## src/rtl/cacheline_burst_adapter_if.sv

```systemverilog
// Signal bundle between a cache dfp port, the line/burst adapter and the memory bus.
// The slave modport is the adapter's view; master is the cache-plus-memory side.
interface cacheline_burst_adapter_if #(
    parameter int ADDR_W = 32,
    parameter int LINE_W = 256,
    parameter int BUS_W  = 64
);
    logic [ADDR_W-1:0] dfp_addr;
    logic              dfp_read;
    logic              dfp_write;
    logic [LINE_W-1:0] dfp_wdata;
    logic [LINE_W-1:0] dfp_rdata;
    logic              dfp_resp;

    logic [ADDR_W-1:0] bmem_addr;
    logic              bmem_read;
    logic              bmem_write;
    logic [BUS_W-1:0]  bmem_wdata;
    logic              bmem_ready;
    logic [ADDR_W-1:0] bmem_raddr;
    logic [BUS_W-1:0]  bmem_rdata;
    logic              bmem_rvalid;

    modport slave (
        input  dfp_addr, dfp_read, dfp_write, dfp_wdata,
        output dfp_rdata, dfp_resp,
        output bmem_addr, bmem_read, bmem_write, bmem_wdata,
        input  bmem_ready, bmem_raddr, bmem_rdata, bmem_rvalid
    );

    modport master (
        output dfp_addr, dfp_read, dfp_write, dfp_wdata,
        input  dfp_rdata, dfp_resp,
        input  bmem_addr, bmem_read, bmem_write, bmem_wdata,
        output bmem_ready, bmem_raddr, bmem_rdata, bmem_rvalid
    );
endinterface

```

## src/rtl/cacheline_burst_adapter.sv

```systemverilog
// Bridges a line-wide cache request to BUS_W-wide memory bursts: writes are split
// into beats from a latched line buffer, reads are assembled from tag-matched beats.
module cacheline_burst_adapter #(
    parameter int ADDR_W = 32,
    parameter int LINE_W = 256,
    parameter int BUS_W  = 64
) (
    input logic                      clk,
    input logic                      rst,
    cacheline_burst_adapter_if.slave bus
);
    localparam int BEATS = LINE_W / BUS_W;
    localparam int OFS   = $clog2(LINE_W / 8);
    localparam int CNT_W = (BEATS > 1) ? $clog2(BEATS) : 1;
    localparam logic [CNT_W-1:0] LAST = CNT_W'(BEATS - 1);

    if ((LINE_W % BUS_W) != 0 || BEATS < 2 || (BEATS & (BEATS - 1)) != 0) begin : g_bad_beats
        $error("cacheline_burst_adapter: LINE_W/BUS_W must be a power of two >= 2");
    end

    typedef enum logic [2:0] {IDLE, RD_REQ, RD_WAIT, WR_BURST, RESP} state_e;

    state_e                      state_q, state_d;
    logic [ADDR_W-1:0]           addr_q, addr_d;
    logic [BEATS-1:0][BUS_W-1:0] wbuf_q, wbuf_d;
    logic [BEATS-1:0][BUS_W-1:0] rbuf_q, rbuf_d;
    logic [CNT_W-1:0]            cnt_q, cnt_d;
    logic [LINE_W-1:0]           dfp_rdata_q, dfp_rdata_d;
    logic                        tag_hit;
    logic                        unused_ofs_bits;

    // Beats tagged with another line (e.g. late beats of an abandoned burst) never match.
    assign tag_hit = bus.bmem_rvalid &&
                     (bus.bmem_raddr[ADDR_W-1:OFS] == addr_q[ADDR_W-1:OFS]);
    assign unused_ofs_bits = ^{bus.bmem_raddr[OFS-1:0], bus.dfp_addr[OFS-1:0]};

    always_comb begin
        state_d     = state_q;
        addr_d      = addr_q;
        wbuf_d      = wbuf_q;
        rbuf_d      = rbuf_q;
        cnt_d       = cnt_q;
        dfp_rdata_d = dfp_rdata_q;
        case (state_q)
            IDLE: begin
                if (bus.dfp_read) begin
                    addr_d  = {bus.dfp_addr[ADDR_W-1:OFS], {OFS{1'b0}}};
                    cnt_d   = '0;
                    state_d = RD_REQ;
                end else if (bus.dfp_write) begin
                    addr_d  = {bus.dfp_addr[ADDR_W-1:OFS], {OFS{1'b0}}};
                    wbuf_d  = bus.dfp_wdata;
                    cnt_d   = '0;
                    state_d = WR_BURST;
                end
            end
            RD_REQ: begin
                if (bus.bmem_ready) state_d = RD_WAIT;
            end
            RD_WAIT: begin
                if (tag_hit) begin
                    rbuf_d[cnt_q] = bus.bmem_rdata;
                    cnt_d         = cnt_q + 1'b1;
                    if (cnt_q == LAST) begin
                        dfp_rdata_d = rbuf_d;
                        state_d     = RESP;
                    end
                end
            end
            WR_BURST: begin
                if (bus.bmem_ready) begin
                    cnt_d = cnt_q + 1'b1;
                    if (cnt_q == LAST) state_d = RESP;
                end
            end
            RESP:    state_d = IDLE;
            default: state_d = IDLE;
        endcase
    end

    always_ff @(posedge clk) begin
        if (rst) begin
            state_q     <= IDLE;
            addr_q      <= '0;
            wbuf_q      <= '0;
            rbuf_q      <= '0;
            cnt_q       <= '0;
            dfp_rdata_q <= '0;
        end else begin
            state_q     <= state_d;
            addr_q      <= addr_d;
            wbuf_q      <= wbuf_d;
            rbuf_q      <= rbuf_d;
            cnt_q       <= cnt_d;
            dfp_rdata_q <= dfp_rdata_d;
        end
    end

    // All outputs decode directly from registers, so none has a combinational input path.
    assign bus.bmem_addr  = addr_q;
    assign bus.bmem_read  = (state_q == RD_REQ);
    assign bus.bmem_write = (state_q == WR_BURST);
    assign bus.bmem_wdata = (state_q == WR_BURST) ? wbuf_q[cnt_q] : '0;
    assign bus.dfp_resp   = (state_q == RESP);
    assign bus.dfp_rdata  = dfp_rdata_q;
endmodule

```

## src/flat_wrapper.sv

```systemverilog
// flat-port wrapper written by rule: the top's interface ports become plain ports
module cacheline_burst_adapter_flat 
#(
    parameter int ADDR_W = 32,
    parameter int LINE_W = 256,
    parameter int BUS_W  = 64
)
  (clk, rst, bus_dfp_addr, bus_dfp_read, bus_dfp_write, bus_dfp_wdata, bus_dfp_rdata, bus_dfp_resp, bus_bmem_addr, bus_bmem_read, bus_bmem_write, bus_bmem_wdata, bus_bmem_ready, bus_bmem_raddr, bus_bmem_rdata, bus_bmem_rvalid);
  cacheline_burst_adapter_if #(.ADDR_W(ADDR_W), .LINE_W(LINE_W), .BUS_W(BUS_W)) bus_i ();
  input logic clk;
  input logic rst;
  input wire logic [$bits(bus_i.dfp_addr)-1:0] bus_dfp_addr;
  input wire logic [$bits(bus_i.dfp_read)-1:0] bus_dfp_read;
  input wire logic [$bits(bus_i.dfp_write)-1:0] bus_dfp_write;
  input wire logic [$bits(bus_i.dfp_wdata)-1:0] bus_dfp_wdata;
  output wire logic [$bits(bus_i.dfp_rdata)-1:0] bus_dfp_rdata;
  output wire logic [$bits(bus_i.dfp_resp)-1:0] bus_dfp_resp;
  output wire logic [$bits(bus_i.bmem_addr)-1:0] bus_bmem_addr;
  output wire logic [$bits(bus_i.bmem_read)-1:0] bus_bmem_read;
  output wire logic [$bits(bus_i.bmem_write)-1:0] bus_bmem_write;
  output wire logic [$bits(bus_i.bmem_wdata)-1:0] bus_bmem_wdata;
  input wire logic [$bits(bus_i.bmem_ready)-1:0] bus_bmem_ready;
  input wire logic [$bits(bus_i.bmem_raddr)-1:0] bus_bmem_raddr;
  input wire logic [$bits(bus_i.bmem_rdata)-1:0] bus_bmem_rdata;
  input wire logic [$bits(bus_i.bmem_rvalid)-1:0] bus_bmem_rvalid;
  assign bus_i.dfp_addr = bus_dfp_addr;
  assign bus_i.dfp_read = bus_dfp_read;
  assign bus_i.dfp_write = bus_dfp_write;
  assign bus_i.dfp_wdata = bus_dfp_wdata;
  assign bus_dfp_rdata = bus_i.dfp_rdata;
  assign bus_dfp_resp = bus_i.dfp_resp;
  assign bus_bmem_addr = bus_i.bmem_addr;
  assign bus_bmem_read = bus_i.bmem_read;
  assign bus_bmem_write = bus_i.bmem_write;
  assign bus_bmem_wdata = bus_i.bmem_wdata;
  assign bus_i.bmem_ready = bus_bmem_ready;
  assign bus_i.bmem_raddr = bus_bmem_raddr;
  assign bus_i.bmem_rdata = bus_bmem_rdata;
  assign bus_i.bmem_rvalid = bus_bmem_rvalid;
  cacheline_burst_adapter #(.ADDR_W(ADDR_W), .LINE_W(LINE_W), .BUS_W(BUS_W)) u_core (.clk(clk), .rst(rst), .bus(bus_i));
endmodule
```

## config.mk

```make
export PLATFORM = sky130hd
export DESIGN_NAME = cacheline_burst_adapter_flat
export DESIGN_NICKNAME = d
export VERILOG_FILES = /design/src/rtl/cacheline_burst_adapter_if.sv /design/src/rtl/cacheline_burst_adapter.sv /design/src/flat_wrapper.sv
export SDC_FILE = /design/constraint.sdc
export NUM_CORES = 2
export LEC_CHECK = 0
export ABC_CLOCK_PERIOD_IN_PS = 3300
export CAP_MARGIN = 40
export CORE_AREA = 2 2 292 294
export DETAILED_ROUTE_END_ITERATION = 8
export DIE_AREA = 0 0 294 296
export PLACE_DENSITY_LB_ADDON = 0.25
export SETUP_SLACK_MARGIN = 0.1
export SLEW_MARGIN = 25
export SYNTH_ARGS = -nofsm -noshare
export SYNTH_HDL_FRONTEND = slang
export SYNTH_SLANG_ARGS = --single-unit
```

## constraint.sdc

```tcl
create_clock -name clk -period 3.3 [get_ports clk]
set_clock_uncertainty 0.15 [all_clocks]
set_input_delay 0.33 -clock clk [delete_from_list [all_inputs] [get_ports clk]]
set_output_delay 0.33 -clock clk [all_outputs]
set_load 0.01 [all_outputs]
```

==> results.sh <==
export IMPL_cp_required_ns=2.82
export IMPL_power_density_nw_per_um2=526
export IMPL_yosysWarnings=0
export IMPL_min_path_type="input port to flip-flop"
export IMPL_multi_input_comb_area_um2=15100
export IMPL_drive_above_1_share_pct=11.8
export IMPL_min_period_over_period_pct=94.3
export IMPL_synth_edff_count=0
export IMPL_fin_crit_ns=3.11
export IMPL_rsz0062_at_grt="false"
export IMPL_clockRootBuffer="clkbuf_16"
export IMPL_start_util_pct=37.3
export IMPL_via_count=29600
export IMPL_synth_top_family_by_area="compound AO/OA/AOI/OAI gates"
export IMPL_fp_row_count=107
export IMPL_yosys_top_cells_area="dfxtp_1 47%, a21oi_1 11%, nand3_1 7.2%"
export IMPL_cts_buffers=82
export IMPL_clk_latency_ns=0.64
export IMPL_vdd_drop_max_uv=420
export IMPL_power_w=0.0224
export IMPL_fmax_mhz=321
export IMPL_yosysUniqueCellTypes=35
export IMPL_nets=4631
export IMPL_syn_to_final_growth_pct=35.9
export IMPL_dp_hpwl_mm=74.6
export IMPL_relSlewSlack_pct=46.1
export IMPL_synth_simple_gate_area_share_pct=15.8
export IMPL_p_leak_nw=14.3
export IMPL_synthXorXnorAreaFrac_pct=0.753
export IMPL_grt_pass1_wl_mm=175
export IMPL_ctsHtreeMaxLevel=3
export IMPL_yosys_area_top_type="dfxtp_1"
export IMPL_ant_nets=0
export IMPL_portBuffers=729
export IMPL_overflow=0
export IMPL_syn_inst=3726
export IMPL_setup_viol=0
export IMPL_synth_area_per_cell_um2=8.43
export IMPL_die_h_um=296
export IMPL_r2r_cells=9
export IMPL_synthFlopType="dfxtp_1"
export IMPL_endpoint_kind="output pin"
export IMPL_io_pins=745
export IMPL_synth_area_um2=31400
export IMPL_drc=0
export IMPL_hold_path_depth=3
export IMPL_grt_max_degree=134
export IMPL_critPathKind="flip-flop to output pin"
export IMPL_synth_top_cell_area_share_pct=46.9
export IMPL_hold_viol=0
export IMPL_hold_ws_ns=0.0848
export IMPL_cp_max_fo=14
export IMPL_cts_max_path_buffers=3
export IMPL_hold_end="u_core.wbuf_q[130]$_SDFFE_PP0P_"
export IMPL_gp_congestion=0.848
export IMPL_via_per_inst=5.48
export IMPL_cts_sinks=736
export IMPL_critPathArrivalTime_ns=2.63
export IMPL_drtIter0Drc=2660
export IMPL_muxShareOfSynthArea_pct=12.4
export IMPL_routed_wl_mm=116
export IMPL_start_kind="flip-flop"
export IMPL_yosysSeqAreaShare_pct=46.9
export IMPL_outcome="finished clean"
export IMPL_die_x_um=294
export IMPL_async_reset_ff_share_pct=0
export IMPL_yosys_area_share_adder_pct=0.159
export IMPL_maxCapViolations=0
export IMPL_reg2reg_slack_ns=0.59
export IMPL_fin_setup_tns_ns=0
export IMPL_hold_path_startpoint="bus_dfp_wdata[130]"
export IMPL_slew_viol_final=0
export IMPL_wl_per_cell_um=21.5
export IMPL_grt_pass1_vias=28200
export IMPL_core_um2=84200
export IMPL_r2r_start="u_core.cnt_q[0]$_SDFFE_PP0P_"
export IMPL_worst_pin_slew_ns=0.808
export IMPL_regArea_um2=14700
export IMPL_grt_antenna_before_repair=24
export IMPL_timing_rr_end="u_core.rbuf_q[130]$_SDFFE_PP0P_"
export IMPL_track_usage_pct=25.6
export IMPL_clkTransAtPathRegs_ns=0.06
export IMPL_dieArea_um2=87000
export IMPL_ys_seq_elements=736
export IMPL_drtPass1Iterations=5
export IMPL_synth_compound_area_share_pct=18.6
export IMPL_fillers=7893
export IMPL_cts_tree="yes"
-- per-layer routing --
layer	track usage (%)	up-vias	wire length, µm
met5	0	-	37
met4	8.10	6	2890
met3	5.73	162	8010
met2	41.4	1022	55400
met1	34.0	14300	49700
li1	-	14100	-
-- registers in the layout (all words and copies together) (netlist names) --
| name | cells |
|---|---|
| u_core.wbuf_q | 256 |
| u_core.state_q | 3 |
| u_core.bus.bmem_addr | 27 |
| u_core.rbuf_q | 192 |
| u_core.cnt_q | 2 |
| u_core.bus.dfp_rdata | 256 |
-- per-stage QoR --
| step | worst slack, ns | instances | area [µm²] | util (%) |
|---|---|---|---|---|
| 4_1_cts | 0.103 | 5392 | 42600 | 50.6 |
| 2_1_floorplan | 0.831 | 3730 | 31400 | - |
| 3_5_place_dp | 0.325 | 5238 | 39800 | 47.2 |
| 3_3_place_gp | 0.358 | 5238 | 39800 | 47.2 |
| 5_1_grt | 0.106 | 5408 | 42700 | 50.7 |
| 6_report | 0.187 | 5409 | 42700 | 50.7 |
-- worst max path at each step --
stage / end / from / slack [ns] / cells after the start
2_1_floorplan: u_core.bus.dfp_rdata[100]$_SDFFE_PP0P_ / u_core.cnt_q[1]$_SDFFE_PP0P_ / 0.83 / 9
6_report: bus_bmem_wdata[62] / u_core.cnt_q[0]$_SDFFE_PP0P_ / 0.19 / 4
4_1_cts: bus_bmem_wdata[48] / u_core.cnt_q[1]$_SDFFE_PP0P_ / 0.10 / 5
5_1_grt: bus_bmem_wdata[62] / u_core.cnt_q[0]$_SDFFE_PP0P_ / 0.11 / 4
3_3_place_gp: u_core.bus.dfp_rdata[234]$_SDFFE_PP0P_ / bus_bmem_raddr[24] / 0.36 / 7
3_5_place_dp: u_core.rbuf_q[43]$_SDFFE_PP0P_ / bus_bmem_raddr[24] / 0.32 / 7
-- Yosys cell counts (2+ instances only) --
cell	n
inv_1	6
clkbuf_1	288
o311ai_0	2
and4_1	3
nand3_1	451
nand2_1	518
dfxtp_1	736
a21oi_1	707
nor2b_1	2
buf_2	97
mux2i_1	28
mux4_2	64
and2_1	4
o31ai_1	2
nand2b_1	2
o21ai_0	450
nor2_1	31
xnor2_1	27
and3_1	65
nor4b_1	3
ha_1	4
buf_4	5
nor3_1	4
nor4_2	2
mux2_2	192
nand4_1	11
buf_1	14
-- cells by family after synthesis --
family,count (synthesis)
AOI/OAI and AO/OA,1165
xor gates and xnor gates,27
adders and majority gates,4
buffers and inverters,410
DFF,736
muxes,284
other,1
and+or+nand+nor,1099
-- final cells by class --
cell class,count,area share (%)
Multi-Input combinational cell,2584,35.4
Sequential cell,736,34.5
Timing Repair Buffer,827,20.2
Clock buffer,115,5.54
Tap cell,1090,3.20
Clock inverter,34,0.976
Antenna cell,17,0.0997
Inverter,6,0.0528
-- worst max-delay path, stage by stage, from the launching register on --
cell	delay [ns]
dfxtp_4	0.48
buf_12	0.21
mux4_2	0.50
and3_1	0.20
clkdlybuf4s50_1	0.61
-- timing repair --
action                                  CTS  global route
hold buffers                              1             0
setup buffers                             3             0
gates cloned                              1             0
endpoints found under the setup margin   52             1
gates resized for setup                   2             1
endpoints found under the hold margin    11             0
-- placed cells by master (no fill, tap or decap), types with 5 or more instances in the layout --
cell type / Yosys / routed
clkinvlp_4: 0 / 5
nand3_1: 451 / 450
clkinv_2: 0 / 16
conb_1: 1 / 5
bufinv_16: 0 / 5
nor2_1: 31 / 31
xnor2_1: 27 / 27
mux4_2: 64 / 64
clkbuf_16: 0 / 82
clkbuf_1: 288 / 14
inv_1: 6 / 6
nand4_1: 11 / 11
clkdlybuf4s50_1: 0 / 728
clkbuf_8: 0 / 19
mux2i_1: 28 / 28
buf_12: 0 / 41
and3_1: 65 / 64
nand2_1: 518 / 518
dfxtp_1: 736 / 732
mux2_2: 192 / 192
o21ai_0: 450 / 450
buf_4: 5 / 53
diode_2: 0 / 17
a21oi_1: 707 / 707
-- where the power goes --
group	switching, W	internal [W]
clock network	0.00396	0.00545
registers	0.000294	0.00929
logic	0.00188	0.00156
No activity file was read; power rests on OpenSTA's default activity.
